--- src/rtl/mem_port_arbiter.sv ---
// Arbitrates a single-port synchronous RAM between the fetch bus and the load/store bus.
// One access per cycle; read responses are routed back through a MEM_LAT-deep owner tag pipeline.
module mem_port_arbiter #(
    parameter int AW         = 16,
    parameter int DW         = 32,
    parameter int MEM_LAT    = 1,
    parameter int MAX_STREAK = 4
) (
    input  logic          clk,
    input  logic          rst_n,
    input  logic          i_req,
    input  logic [AW-1:0] i_addr,
    output logic          i_gnt,
    output logic          i_rvalid,
    output logic [DW-1:0] i_rdata,
    input  logic          d_req,
    input  logic          d_we,
    input  logic [AW-1:0] d_addr,
    input  logic [DW-1:0] d_wdata,
    output logic          d_gnt,
    output logic          d_rvalid,
    output logic [DW-1:0] d_rdata,
    output logic          mem_en,
    output logic          mem_we,
    output logic [AW-1:0] mem_addr,
    output logic [DW-1:0] mem_wdata,
    input  logic [DW-1:0] mem_rdata
);

    localparam logic [3:0] STREAK_MAX = 4'(MAX_STREAK);

    logic [3:0]         streak_q, streak_d;
    logic [MEM_LAT-1:0] tag_vld_q;
    logic [MEM_LAT-1:0] tag_own_q;   // 1 = data bus owns the response
    logic [AW-1:0]      addr_q;
    logic [DW-1:0]      wdata_q;
    logic               d_win;

    always_comb begin
        d_win     = d_req & (~i_req | (streak_q < STREAK_MAX));
        d_gnt     = rst_n & d_win;
        i_gnt     = rst_n & i_req & ~d_win;
        mem_en    = i_gnt | d_gnt;
        mem_we    = d_gnt & d_we;
        mem_addr  = addr_q;
        mem_wdata = wdata_q;
        if (d_gnt) begin
            mem_addr  = d_addr;
            mem_wdata = d_wdata;
        end else if (i_gnt) begin
            mem_addr  = i_addr;
            mem_wdata = '0;
        end

        // Counts data wins while fetch is waiting; any fetch grant or idle fetch resets it.
        streak_d = streak_q;
        if (!i_req || i_gnt) begin
            streak_d = 4'd0;
        end else if (d_gnt && (streak_q < STREAK_MAX)) begin
            streak_d = streak_q + 4'd1;
        end
    end

    always_ff @(posedge clk or negedge rst_n) begin
        if (!rst_n) begin
            streak_q  <= 4'd0;
            tag_vld_q <= '0;
            tag_own_q <= '0;
            addr_q    <= '0;
            wdata_q   <= '0;
        end else begin
            streak_q <= streak_d;
            if (mem_en) begin
                addr_q  <= mem_addr;
                wdata_q <= mem_wdata;
            end
            for (int k = MEM_LAT - 1; k > 0; k--) begin
                tag_vld_q[k] <= tag_vld_q[k-1];
                tag_own_q[k] <= tag_own_q[k-1];
            end
            tag_vld_q[0] <= mem_en & ~mem_we;
            tag_own_q[0] <= d_gnt;
        end
    end

    assign i_rvalid = rst_n & tag_vld_q[MEM_LAT-1] & ~tag_own_q[MEM_LAT-1];
    assign d_rvalid = rst_n & tag_vld_q[MEM_LAT-1] &  tag_own_q[MEM_LAT-1];
    assign i_rdata  = mem_rdata;
    assign d_rdata  = mem_rdata;

endmodule
--- config.mk ---
export PLATFORM = sky130hd
export DESIGN_NAME = mem_port_arbiter
export DESIGN_NICKNAME = d
export VERILOG_FILES = /design/src/rtl/mem_port_arbiter.sv
export SDC_FILE = /design/constraint.sdc
export NUM_CORES = 1
export LEC_CHECK = 0
export BUFFER_PORTS_ARGS = -buffer_cell sky130_fd_sc_hd__buf_2
export CORE_ASPECT_RATIO = 0.75
export CORE_MARGIN = 1.5
export CORE_UTILIZATION = 41
export CTS_CLUSTER_SIZE = 8
export DETAILED_ROUTE_END_ITERATION = 10
export PLACE_DENSITY_LB_ADDON = 0.1
export REMOVE_ABC_BUFFERS = 1
export SLEW_MARGIN = 20
export SYNTH_ARGS = -nofsm -noshare
export SYNTH_HDL_FRONTEND = slang
export SYNTH_SLANG_ARGS = --single-unit
--- constraint.sdc ---
create_clock -name clk -period 2 [get_ports clk]
set_clock_uncertainty 0.05 [all_clocks]
set_input_delay 0.5 -clock clk [delete_from_list [all_inputs] [get_ports clk]]
set_output_delay 0.5 -clock clk [all_outputs]
set_load 0.1 [all_outputs]
# After elaboration in Yosys (flattened, before gate mapping)
# Index checks and enable logic that the tools add are counted.
# classes
muxes	6
add_sub_neg	1
n_bitwise	15
order_cmp	1
reduce_logical	4
# op_table
operator	count
$mux 32	2
$mux 16	2
$and 1x1->1	9
$mux 4	2
$add 4x1->4 const B	1
$lt 4x3->1 const B	1
$not 1->1	4
$or 1x1->1	2
$reduce_bool 2->1	1
$logic_and 1x1->1	1
$logic_not 1->1	1
$logic_or 1x1->1	1
# totals
elab_cells	32
reg_bits	54

# Longest topological paths before layout
# logic_depth
ltp_word	7
ltp_mapped	6
mapped_depth_nobuf	3

# Worst setup path after synthesis
# OpenSTA, ideal clock, no wires.
# synth_path
kind	input port to output port
startpoint	in rst_n
endpoint	out mem_addr[10]
arrival_ns	2.379
slack_ns	-0.929
n_path_buf	2
path_stages	5
required_time_ns	1.450
cell_sequence	buf_2 -> nand2_1 -> nor2_1 -> buf_2 -> a221o_1
# synth_between
elab_chain_len	4
elab_cells_between_ends	5
classes_between	mux: 2; bitwise: 3
# synth_lines
element	line	rtl
start: declaration	10	input logic rst_n,
$and 1x1->1 (2 in a row)	42	i_gnt = rst_n & i_req & ~d_win;
net i_gnt	13	output logic i_gnt,
$mux 16	50	end else if (i_gnt) begin
$mux 16	47	if (d_gnt) begin
end: declaration	25	output logic [AW-1:0] mem_addr,
# The timed path passes the listed nets, and every way through them passes these cells.

# Worst setup path after layout
# layout_path
startpoint	reg streak_q[3]
endpoint	out mem_wdata[14]
# layout_between
elab_chain_len	7
elab_cells_between_ends	8
classes_between	order compare: 1; mux: 2; bitwise: 5
# layout_lines
element	line	rtl
start: declaration	32	logic [3:0] streak_q, streak_d;
start signal: assignment	72	streak_q <= streak_d;
$lt 4x3->1 (*)	40	d_win = d_req & (~i_req | (streak_q < STREAK_MAX));
$or 1x1->1 (*)	40	
$and 1x1->1 (*)	40	
$not 1->1	42	
$and 1x1->1	42	
$mux 32	50	
$mux 32 (*)	47	
end: declaration	26	output logic [DW-1:0] mem_wdata,
# Mark *: on every way between the ends. The rest lies on a longest branch, timed or not.

==> flow_metrics.tcl <==
set metrics [dict create \
    cpMaxStageDelayCell "dfrtp_1" \
    violations "setup timing" \
    yosys.area.top_type "dfrtp_1" \
    finalNonFillerCells 480 \
    status "finished with violations" \
    cts.sinks 54 \
    vias_per_cell 5.80 \
    p_leak_nw 2.51 \
    synth-seq-area-share_pct 43.8 \
    ctsHoldBuffers 0 \
    first_global_vias 2783 \
    timing.slew.headroom_pct 76.1 \
    diodes 0 \
    grt_overflow 0 \
    worstSkewPairLatency_ps 310 \
    power.internal_mw 2.42 \
    drc 0 \
    finalSetupViolCount 52 \
    routedWlPerCell_um 23.7 \
    synthCells 278 \
    cts_tree "built" \
    die_w_um 103 \
    crit_path_start_kind "flop" \
    max_freq_ghz 0.409 \
    die_y_um 78.1 \
    ys_warn_count 0 \
    grt_pass1_wl_mm 16.6 \
    dp_hpwl_mm 7.17 \
    max-clock-path-buffers 2 \
    synth_commonest_cells "buf_4 (65), a22o_1 (64), dfrtp_1 (54), a221o_1 (32), and2_1 (17)" \
    worst_path_dominant_cell_family "buffers and inverters" \
    r2r_end "addr_q[11]" \
    netSwitchingPower_mw 1.68 \
    whs_ps 223 \
    io_pins 219 \
    reg2reg_depth 8 \
    worst_pin_slew_ps 358 \
    grt_max_degree 34 \
    switching_share_pct 40.9 \
    grt.total_usage_pct 28.0 \
    io_buffers 122 \
    num_vias 2784 \
    r2r_slack_ps 130 \
    place_inst 440 \
    avgSynthCellArea_um2 11.1 \
    coreArea_um2 7330 \
    synthDistinctLibCells 20 \
    drive_gt1_share_pct 59.4 \
    cp-end-kind "output port" \
    drt_iter0_markers 152 \
    ys_async_sr_fraction_pct 100 \
    dpl_worst_slack_ps -686 \
    drt_pass1_iterations 4 \
    nNetsFinal 480 \
    drv_cap 0 \
    min_path_type "in -> async" \
    rows 27 \
    cts_root_buffer "clkbuf_8" \
    comb_power_share_pct 52.0 \
    netlist_area_um2 3090 \
    antenna_found_initial 0 \
    arrival_ps 1900 \
    synth_top_area_share_pct 43.8 \
    ant_nets 0 \
    initial_core_util_pct 42.1 \
    path_cells "buf_4, o21ai_2, and3_4, buf_4, buf_12, a22o_1, buf_12" \
    power_density_nw_per_um2 790 \
    critical_path_required_ps 1450 \
    finalHoldViolCount 0 \
    slowest_delay_ps 400 \
    path_max_fanout 7 \
    rsz0062_at_grt "true" \
    period_minus_slack_ps 2450 \
    place.gp.congestion 0.715 \
    crit_buf_inv 4 \
    ir_worst_vdd_mv 0.482 \
    cts.htree.levels 2 \
    cts.clk_slew.worst_paths_ps 100 \
    die-area_um2 8060 \
    drt-total-wl_mm 11.4 \
    p_clk_share_pct 17.2 \
    syn2layout_area_growth_pct 67.9 \
    final.setup.worst_slack_ps -447 \
    path_class "reg -> out" \
    synth_area_leaders "dfrtp_1 (44%), a22o_1 (18%), buf_4 (16%), a221o_1 (10%), and2_1 (3.4%)" \
    synth-seq-cells 54 \
    timing.final.crit_share_pct 122 \
    p_seq_share_pct 30.9 \
    dominantRegCellSynth "dfrtp_1" \
    r2r_start "streak_q[2]" \
    synth_edf_count 0 \
    yosysMostFrequentCell "buf_4" \
    cts_made_buffers 5 \
    maxSlewViolCount 0 \
]
==> registers in the layout, indices dropped and copies added, names as in the netlist <==
register   count
tag_vld_q      1
wdata_q       32
addr_q        16
tag_own_q      1
streak_q       4
==> placed cells by master, fill, tap and decap left out <==
master and count:
a22o_4 30, buf_8 1, a221o_1 32, clkbuf_8 8
a21o_1 1, o21ai_2 1, and3_1 1, buf_6 11
nor3b_4 1, o21ai_4 1, clkbuf_16 3, nand3b_1 1
nor2_4 2, nand2_1 3, nand2b_1 3, bufbuf_16 1
a21boi_0 3, inv_1 1, a22o_1 34, nor2_1 2
buf_2 67, inv_4 1, dfrtp_1 54, ha_1 1
and2_4 1, and3_4 1, and2_1 16, buf_4 30
buf_16 3, nand3_1 2, buf_12 63
==> worst max path at each step <==
stage                      startpoint       endpoint  depth (start not counted)
after CTS                 streak_q[2]   mem_wdata[9]                          7
after floorplan                 i_req         mem_en                          2
after global placement          d_req    mem_addr[4]                          5
after detailed placement        d_req    mem_addr[6]                          5
final                     streak_q[3]  mem_wdata[14]                          7
after global routing      streak_q[3]  mem_wdata[30]                          7
==> repair_timing <==
action,CTS,global route
buffers inserted,20,5
cloned,6,3
resized for setup,41,19
endpoints found under the setup margin,54,53
pin swaps,31,6
==> worst reg2reg max path, delay by kind of cell, from the launching register on <==
kind | cells | cell delay (ps)
AO/OA/AOI/OAI | 1 | 350
buffers and inverters | 5 | 700
flip-flops | 1 | 410
AND/OR/NAND/NOR | 2 | 270
==> power groups by stage <==
stage | Sequential [mW] | Combinational (mW) | Clock, mW
6_report | 1.27 | 2.13 | 0.703
5_1_grt | 1.28 | 2.20 | 0.759
4_1_cts | 1.26 | 2.07 | 0.715
3_5_place_dp | 1.27 | 1.91 | 0
3_3_place_gp | 1.27 | 1.91 | 0
2_1_floorplan | 1.26 | 1.16 | 0
==> through the flow <==
| step | utilization (%) | TNS [ps] | power [mW] | cell area (µm²) |
|---|---|---|---|---|
| 2_1_floorplan | - | -209430 | 2.42 | 2480 |
| 4_1_cts | 67.6 | -19440 | 4.04 | 4960 |
| 3_3_place_gp | 58.7 | -21390 | 3.17 | 4310 |
| 5_1_grt | 70.7 | -23700 | 4.24 | 5180 |
| 3_5_place_dp | 58.7 | -21320 | 3.18 | 4310 |
| 6_report | 70.7 | -20010 | 4.10 | 5180 |
==> layer usage <==
| layer | part of all wire (%) | GRT usage (%) | vias to the layer above |
|---|---|---|---|
| met4 | 0.65 | 5.41 | 2 |
| met1 | 46 | 40.3 | 1388 |
| met3 | 15 | 19.4 | 11 |
| li1 | - | - | 1204 |
| met2 | 38 | 32.3 | 179 |
| met5 | 0.61 | 15.4 | - |
==> cell families after synthesis <==
logic type	share of synthesized area, %
DFF	43.8
buffers and inverters	19.8
and+or+nand+nor	6.16
adders and majority gates	0.405
AOI/OAI and AO/OA	29.8
==> final cells by class <==
class | instances | area (µm²)
clock buffer | 8 | 110
fill | 519 | 2150
inverter | 2 | 10.0
multi-input combinational | 136 | 1430
sequential | 54 | 1350
tap | 101 | 126
timing repair buffer | 179 | 2150
Note: power is estimated with default switching activity, not from simulation.
